$ cat src/rtl/jtbubl_vtiming_rx.sv
// Video timing receiver: rebuilds pixel/line position from the
// blanking/sync strobes, measures geometry and flags a stable lock.
`timescale 1ns/1ps
module jtbubl_vtiming_rx #(
    parameter int LOCK_FRAMES = 2
) (
    input  logic       clk,
    input  logic       rst_n,
    input  logic       pxl_cen,
    input  logic       LHBL,
    input  logic       LVBL,
    input  logic       HS,
    input  logic       VS,
    output logic [8:0] hcnt,
    output logic [8:0] vcnt,
    output logic [8:0] htotal,
    output logic [8:0] hactive,
    output logic [8:0] vtotal,
    output logic [8:0] vactive,
    output logic [8:0] hs_pos,
    output logic [8:0] vs_line,
    output logic       line_start,
    output logic       frame_start,
    output logic       locked
);

    localparam logic [2:0] LOCK_N = 3'(LOCK_FRAMES);

    logic        lhbl_q, hs_q, vs_q, lvbl_line;
    logic [8:0]  hc, vc;
    logic        hvalid, vvalid, hovf, vovf, hstable;
    logic [2:0]  match;
    logic [35:0] snap;

    logic        lhbl_rise, lhbl_fall, hs_rise, vs_rise;
    logic        v_start, v_fall, v_step;
    logic        h_sat, v_sat, h_over, v_over, h_change;
    logic [8:0]  hc_inc, vc_inc, hc_nxt, vc_nxt, htotal_nxt;
    logic [35:0] snap_nxt;

    assign lhbl_rise = pxl_cen & LHBL & ~lhbl_q;
    assign lhbl_fall = pxl_cen & ~LHBL & lhbl_q;
    assign hs_rise   = pxl_cen & HS & ~hs_q;
    assign vs_rise   = pxl_cen & VS & ~vs_q;

    // Vertical decisions are only taken at the start of each line
    assign v_start = lhbl_rise & LVBL & ~lvbl_line;
    assign v_fall  = lhbl_rise & ~LVBL & lvbl_line;
    assign v_step  = lhbl_rise & ~v_start;

    assign h_sat  = &hc;
    assign v_sat  = &vc;
    assign hc_inc = h_sat ? hc : hc + 9'd1;
    assign vc_inc = v_sat ? vc : vc + 9'd1;

    // Overflow events fire once, on the clock the flag gets set
    assign h_over = pxl_cen & ~lhbl_rise & h_sat & ~hovf;
    assign v_over = v_step & v_sat & ~vovf;

    assign h_change   = lhbl_rise & hvalid & (hc_inc != htotal);
    assign htotal_nxt = (lhbl_rise & hvalid) ? hc_inc : htotal;
    // Frame snapshot sees the line length latched on this same cen
    assign snap_nxt   = {htotal_nxt, hactive, vc_inc, vactive};

    assign hcnt   = hc;
    assign vcnt   = vc;
    assign locked = (match == LOCK_N);

    // Next pixel and line counter values
    always_comb begin
        hc_nxt = hc;
        vc_nxt = vc;
        if (pxl_cen) hc_nxt = lhbl_rise ? 9'd0 : hc_inc;
        if (v_start)     vc_nxt = 9'd0;
        else if (v_step) vc_nxt = vc_inc;
    end

    // Previous-sample registers for edge detection
    always_ff @(posedge clk or negedge rst_n) begin
        if (!rst_n) begin
            lhbl_q    <= 1'b0;
            hs_q      <= 1'b0;
            vs_q      <= 1'b0;
            lvbl_line <= 1'b0;
        end else if (pxl_cen) begin
            lhbl_q <= LHBL;
            hs_q   <= HS;
            vs_q   <= VS;
            if (lhbl_rise) lvbl_line <= LVBL;
        end
    end

    // Horizontal counter and line measurements
    always_ff @(posedge clk or negedge rst_n) begin
        if (!rst_n) begin
            hc         <= 9'd0;
            hovf       <= 1'b0;
            hvalid     <= 1'b0;
            htotal     <= 9'd0;
            hactive    <= 9'd0;
            hs_pos     <= 9'd0;
            line_start <= 1'b0;
        end else begin
            hc         <= hc_nxt;
            line_start <= lhbl_rise;
            if (lhbl_rise)   hovf <= 1'b0;
            else if (h_over) hovf <= 1'b1;
            if (lhbl_rise) begin
                htotal <= htotal_nxt;
                hvalid <= 1'b1;
            end
            if (lhbl_fall & hvalid) hactive <= hc_inc;
            if (hs_rise) hs_pos <= hc_nxt;
        end
    end

    // Vertical counter and frame measurements
    always_ff @(posedge clk or negedge rst_n) begin
        if (!rst_n) begin
            vc          <= 9'd0;
            vovf        <= 1'b0;
            vvalid      <= 1'b0;
            vtotal      <= 9'd0;
            vactive     <= 9'd0;
            vs_line     <= 9'd0;
            frame_start <= 1'b0;
        end else begin
            vc          <= vc_nxt;
            frame_start <= v_start;
            if (v_start)     vovf <= 1'b0;
            else if (v_over) vovf <= 1'b1;
            if (v_start) begin
                vvalid <= 1'b1;
                if (vvalid) vtotal <= vc_inc;
            end
            if (v_fall & vvalid) vactive <= vc_inc;
            if (vs_rise) vs_line <= vc_nxt;
        end
    end

    // Lock tracking: count consecutive identical frame snapshots
    always_ff @(posedge clk or negedge rst_n) begin
        if (!rst_n) begin
            match   <= 3'd0;
            snap    <= 36'd0;
            hstable <= 1'b1;
        end else begin
            if (h_over | v_over) begin
                match <= 3'd0;
            end else if (v_start & vvalid) begin
                if (hstable & ~h_change & (snap_nxt == snap))
                    match <= locked ? match : match + 3'd1;
                else
                    match <= 3'd0;
                snap <= snap_nxt;
            end
            if (v_start & vvalid) hstable <= 1'b1;
            else if (h_change)    hstable <= 1'b0;
        end
    end

endmodule

$ cat config.mk
export PLATFORM = sky130hd
export DESIGN_NAME = jtbubl_vtiming_rx
export DESIGN_NICKNAME = d
export VERILOG_FILES = /design/src/rtl/jtbubl_vtiming_rx.sv
export SDC_FILE = /design/constraint.sdc
export NUM_CORES = 1
export LEC_CHECK = 0
export BUFFER_PORTS_ARGS = -buffer_cell sky130_fd_sc_hd__clkbuf_2
export CAP_MARGIN = 0
export CORE_MARGIN = 5
export CORE_UTILIZATION = 52
export CTS_CLUSTER_SIZE = 24
export DETAILED_ROUTE_END_ITERATION = 16
export PLACE_DENSITY_LB_ADDON = 0.08
export RECOVER_POWER = 100
export SETUP_SLACK_MARGIN = 0.2
export SLEW_MARGIN = 20
export SYNTH_ARGS = -nofsm -noshare
export SYNTH_HDL_FRONTEND = slang
export SYNTH_SLANG_ARGS = --single-unit
$ cat constraint.sdc
create_clock -name clk -period 2.8 [get_ports clk]
set_clock_uncertainty 0.1 [all_clocks]
set_input_delay 0 -clock clk [delete_from_list [all_inputs] [get_ports clk]]
set_output_delay 0 -clock clk [all_outputs]
set_load 0.02 [all_outputs]
# ---- Yosys cells after proc, flatten, opt, wreduce, memory -nomap -nowiden
# Index checks and enable logic that the tools add are counted.
dict set report op_classes {
  add_sub_neg 3
  n_eq_ne 4
  mux 17
  bitwise_logic 38
  reduce_logical 10
}
# op count
set op_table {}
lappend op_table {{2-to-1 mux 9 bit} 7}
lappend op_table {{== test 36 bit} 1}
lappend op_table {{bitwise AND 1 bit} 25}
lappend op_table {{adder 9 x 1 -> 9 bit, second input constant} 2}
lappend op_table {{AND reduction 9 bit} 2}
lappend op_table {{2-to-1 mux 3 bit} 4}
lappend op_table {{NOT 1 bit} 12}
lappend op_table {{inequality test 9 bit} 1}
lappend op_table {{AND reduction 2 bit} 4}
lappend op_table {{nonzero test 2 bit} 4}
lappend op_table {{2-to-1 mux 1 bit} 6}
lappend op_table {{adder 3 x 1 -> 3 bit, second input constant} 1}
lappend op_table {{== test 3 x 2 -> 1 bit, second input constant} 1}
lappend op_table {{inequality test 3 bit, second input constant} 1}
lappend op_table {{bitwise OR 1 bit} 1}
dict set report totals {
  reg_bits 122
  inputBits 7
  out_inout_bits 75
  wordCells 93
}

# ---- Longest topological paths before layout
dict set report depth {
  depth_word 11
  mapped_depth 11
  ltp_nobuf 10
}

# ---- Worst setup path after synthesis
# OpenSTA, ideal clock, no wires.
dict set report synth_path {
  path_type {register to register}
  startpoint {register hc[0], in the netlist hcnt[0]}
  endpoint {register match[0]}
  setup_ns 0.078
  arrival_time_ns 2.625
  slack_ns -0.003
  stages_incl_launch_ff 12
  cell_sequence {dfrtp_1 > ha_1 > buf_4 > and3_1 > buf_6 > a31oi_2 > a32o_2 > a2111oi_4 > nand4_2 > nor4_4 > a311oi_1 > a21oi_1}
}
dict set report synth_via {
  elab_chain_len 10
}
# element line
set synth_rtl {}
lappend synth_rtl {{start, declared} 30} ;# logic [8:0] hc, vc;
lappend synth_rtl {{start signal, assigned} 104} ;# hc <= hc_nxt;
lappend synth_rtl {{adder 9 x 1 -> 9 bit / AND reduction 9 bit (equally long branches)} {53, 51}}
lappend synth_rtl {{2-to-1 mux 9 bit} 53} ;# assign hc_inc = h_sat ? hc : hc + 9'd1;
lappend synth_rtl {{inequality test 9 bit} 60} ;# assign h_change = lhbl_rise & hvalid & (hc_inc != htotal);
lappend synth_rtl {{bitwise AND 1 bit} 60}
lappend synth_rtl {{NOT 1 bit} 151} ;# if (hstable & ~h_change & (snap_nxt == snap))
lappend synth_rtl {{bitwise AND 1 bit (2 in series)} 151}
lappend synth_rtl {{2-to-1 mux 3 bit} 151}
lappend synth_rtl {{2-to-1 mux 3 bit} 150} ;# end else if (v_start & vvalid) begin
lappend synth_rtl {{2-to-1 mux 3 bit} 148} ;# if (h_over | v_over) begin
lappend synth_rtl {{end signal, assigned} 152} ;# match <= locked ? match : match + 3'd1;
lappend synth_rtl {{end, declared} 32} ;# logic [2:0] match;
# Several ways; a longest one is shown, not always the timed one. The select of a mux whose other input is x is not followed.
# A chain may end at the register's enable or synchronous reset.

# ---- Worst setup path in the final report
dict set report layout_path {
  startpoint {register vc[1], in the netlist vcnt[1]}
  endpoint {register match[1]}
}
dict set report layout_via {
  elab_chain_len 7
}
# element line
set layout_rtl {}
lappend layout_rtl {{start, declared} 30}
lappend layout_rtl {{start signal, assigned} 128} ;# vc <= vc_nxt;
lappend layout_rtl {{adder 9 x 1 -> 9 bit / AND reduction 9 bit (equally long branches)} {54, 52}}
lappend layout_rtl {{2-to-1 mux 9 bit} 54} ;# assign vc_inc = v_sat ? vc : vc + 9'd1;
lappend layout_rtl {{== test 36 bit} 151}
lappend layout_rtl {{bitwise AND 1 bit} 151}
lappend layout_rtl {{2-to-1 mux 3 bit} 151}
lappend layout_rtl {{2-to-1 mux 3 bit} 150}
lappend layout_rtl {{2-to-1 mux 3 bit} 148}
# Several ways; a longest one is shown, not always the timed one. The select of a mux whose other input is x is not followed.

==> impl_metrics.env <==
export IMPL_nets=723
export IMPL_diodes=0
export IMPL_cts_buffer_depth=2
export IMPL_cp_max_fo=7
export IMPL_grt_pass1_vias=4898
export IMPL_worstReg2RegEnd="match[1]"
export IMPL_pwr_density_cell_nw_per_um2=1000
export IMPL_final_cell_count_no_fill=868
export IMPL_dpl_instance_area_um2=6700
export IMPL_ant_nets=0
export IMPL_finalWirelength_um=16400
export IMPL_rows=39
export IMPL_net_switching_power_uw=2730
export IMPL_synthArstFlopShare_pct=100
export IMPL_ys_warn_count=0
export IMPL_antenna_found_initial=0
export IMPL_endpoint_kind="flop"
export IMPL_rsz0062_at_grt="true"
export IMPL_required_ps=3050
export IMPL_ys_ff_latch=122
export IMPL_worst_path_stages=9
export IMPL_drt_first_pass_iters=5
export IMPL_ys_types=69
export IMPL_swShare_pct=36.2
export IMPL_ir_worst_vdd_v=0.000639
export IMPL_setup_ws_ps=109
export IMPL_path_buf_inv=0
export IMPL_synth_ff_type="dfrtp_1"
export IMPL_critPathLaunch="vcnt[1]"
export IMPL_cp_top_family="simple AND/OR/NAND/NOR gates"
export IMPL_worstPathCellList="ha_4 -> nor2_1 -> a2111oi_4 -> nand4_1 -> a211oi_2 -> nand4_2 -> nor4_4 -> nand3_2 -> o21ai_2"
export IMPL_total_power_uw=7540
export IMPL_die_w_um=118
export IMPL_max_freq_ghz=0.372
export IMPL_maxCapViolCount=0
export IMPL_cp_start_kind="flop"
export IMPL_slowest_delay_ps=480
export IMPL_syn_area_per_cell_um2=10.1
export IMPL_max_slew_margin_rel_pct=42.0
export IMPL_p_leak_uw=0.00357
export IMPL_syn_area_um2=6020
export IMPL_grt_pass1_wl_um=26600
export IMPL_intPower_uw=4810
export IMPL_io_buffer_count=81
export IMPL_cts_made_buffers=17
export IMPL_routedWlPerCell_um=18.9
export IMPL_setup_violations=0
export IMPL_synth_cells=599
export IMPL_r2r_start="vcnt[1]"
export IMPL_place_inst=819
export IMPL_critical_path_class="reg2reg"
export IMPL_slowest_stage="dfrtp_1"
export IMPL_fin_crit_ps=2690
export IMPL_htreeDepth=4
export IMPL_status="complete, no violations"
export IMPL_viasPerCell=5.64
export IMPL_cts_sinks=122
export IMPL_synth_edf_count=0
export IMPL_cp_endpoint="match[1]"
export IMPL_drc=0
export IMPL_die_height_um=118
export IMPL_drive_above_1_share_pct=19.7
export IMPL_slew_violations=0
export IMPL_seq_area_frac_synth_pct=50.7
export IMPL_die_area_um2=13800
export IMPL_p_seq_share_pct=35.8
export IMPL_hp_start="LVBL"
export IMPL_area_growth_pct=25.3
export IMPL_track_usage_pct=24.1
export IMPL_final_common_cell="nand2_1"
export IMPL_clk_latency_ps=420
export IMPL_mostFrequentLayoutCells="nand2_1, dfrtp_1, clkbuf_1"
export IMPL_preCtsSetupSlack_ps=-160
export IMPL_reg2reg_depth=9
export IMPL_cts_tree="done"
export IMPL_grt_overflow_total=0
export IMPL_power_frac_comb_pct=31.2
export IMPL_ff2ff_setup_slack_ps=110
export IMPL_core_area_um2=11400
export IMPL_clk_pin_slew_worst_paths_ps=60
export IMPL_crit_arrival_ps=2940
export IMPL_cts_root_buffer="clkbuf_16"
export IMPL_clock_power_share_pct=33.0
export IMPL_post_route_period_util_pct=96.1
export IMPL_drt_iter0_markers=419
export IMPL_syn_nets=610
export IMPL_hold_violations=0
export IMPL_finalInstanceArea_um2=7550
export IMPL_grt_max_degree=56
export IMPL_dp_hpwl_um=11700
export IMPL_vias=4898
export IMPL_initial_core_util_pct=53.0
export IMPL_worstHoldPathType="in2reg"
export IMPL_boundaryPins=82
export IMPL_worst_slew_pin_slew_ps=869
export IMPL_gp_congestion=0.930
power groups by stage:
| stage | sequential (uW) | clock (uW) | combinational, uW |
|---|---|---|---|
| after floorplan | 2910 | 0 | 1160 |
| after global placement | 2690 | 0 | 2150 |
| after detailed placement | 2710 | 0 | 2170 |
| after CTS | 2700 | 2520 | 2280 |
| after global routing | 2770 | 2630 | 2550 |
| final | 2700 | 2490 | 2350 |
metrics by stage:
stage,TNS (ps),utilization [%],hold slack (ps)
CTS,0,66.1,251
floorplan,0,-,-396
detailed placement,-396,58.9,-110
finish,0,66.4,278
global placement,-130,58.9,-116
global route,-0.936,66.4,275
worst min-delay path by stage:
stage,slack (ps),endpoint,cells past startpoint
after floorplan,-400,frame_start,0
after global placement,-120,vtotal[4],1
after detailed placement,-110,vtotal[4],1
after CTS,250,lvbl_line,4
after global routing,280,lvbl_line,4
final,280,lvbl_line,4
worst register-to-register path, cell delays in order (launching register included):
cell and delay, ps:
dfrtp_1 480, ha_4 220, nor2_1 110, a2111oi_4 360, nand4_1 250, a211oi_2 240, nand4_2 150, nor4_4 410
nand3_2 170, o21ai_2 140
layout make-up:
class / count / area (um^2)
clock inverter: 12 / 209
fill: 953 / 3820
sequential: 122 / 3060
timing repair buffer: 123 / 633
multi-input combinational: 436 / 2960
inverter: 12 / 45.0
tap: 143 / 179
clock buffer: 20 / 467
registers in the layout (all words and copies together), names as in the netlist:
name / flops
vactive: 9
snap: 36
lvbl_line: 1
vcnt: 9
frame_start: 1
hstable: 1
hactive: 9
vovf: 1
vvalid: 1
htotal: 9
vs_line: 9
hvalid: 1
hcnt: 9
vtotal: 9
line_start: 1
lhbl_q: 1
match: 3
hovf: 1
hs_q: 1
vs_q: 1
hs_pos: 9
cell families after synthesis:
kind of cell,share of synthesized area (%)
compound gates,12.8
xor+xnor,8.21
fa+ha+maj,0.831
buf+inv,3.01
flops,50.7
mux,5.92
simple gates,18.5
metal layers:
layer  GRT usage, %  wire, um  vias to the layer above
met3           5.77       907                       20
li1               -         -                     2317
met2           35.7      7610                      161
met4           6.81       272                        0
met1           35.4      7630                     2400
met5              0         0                        -
cell usage after synthesis (9+ instances only):
| cell | number | area (um^2) |
|---|---|---|
| a21oi_1 | 19 | 95.1 |
| clkbuf_1 | 19 | 71.3 |
| dfrtp_1 | 121 | 3030 |
| inv_1 | 11 | 41.3 |
| mux2_2 | 27 | 304 |
| nand2_1 | 143 | 537 |
| nand3_1 | 9 | 45.0 |
| nand4_1 | 9 | 56.3 |
| nor2_1 | 23 | 86.3 |
| o21ai_0 | 31 | 155 |
| xnor2_1 | 14 | 123 |
| xor2_1 | 38 | 333 |
timing repair:
item,CTS,global route
gates cloned,0,0
pin swaps,7,11
endpoints found under the setup margin,3,3
hold buffers,8,0
resized for setup,10,27
hold endpoints to repair,132,0
setup buffers,3,6
Note: power is estimated with default switching activity, not from simulation.
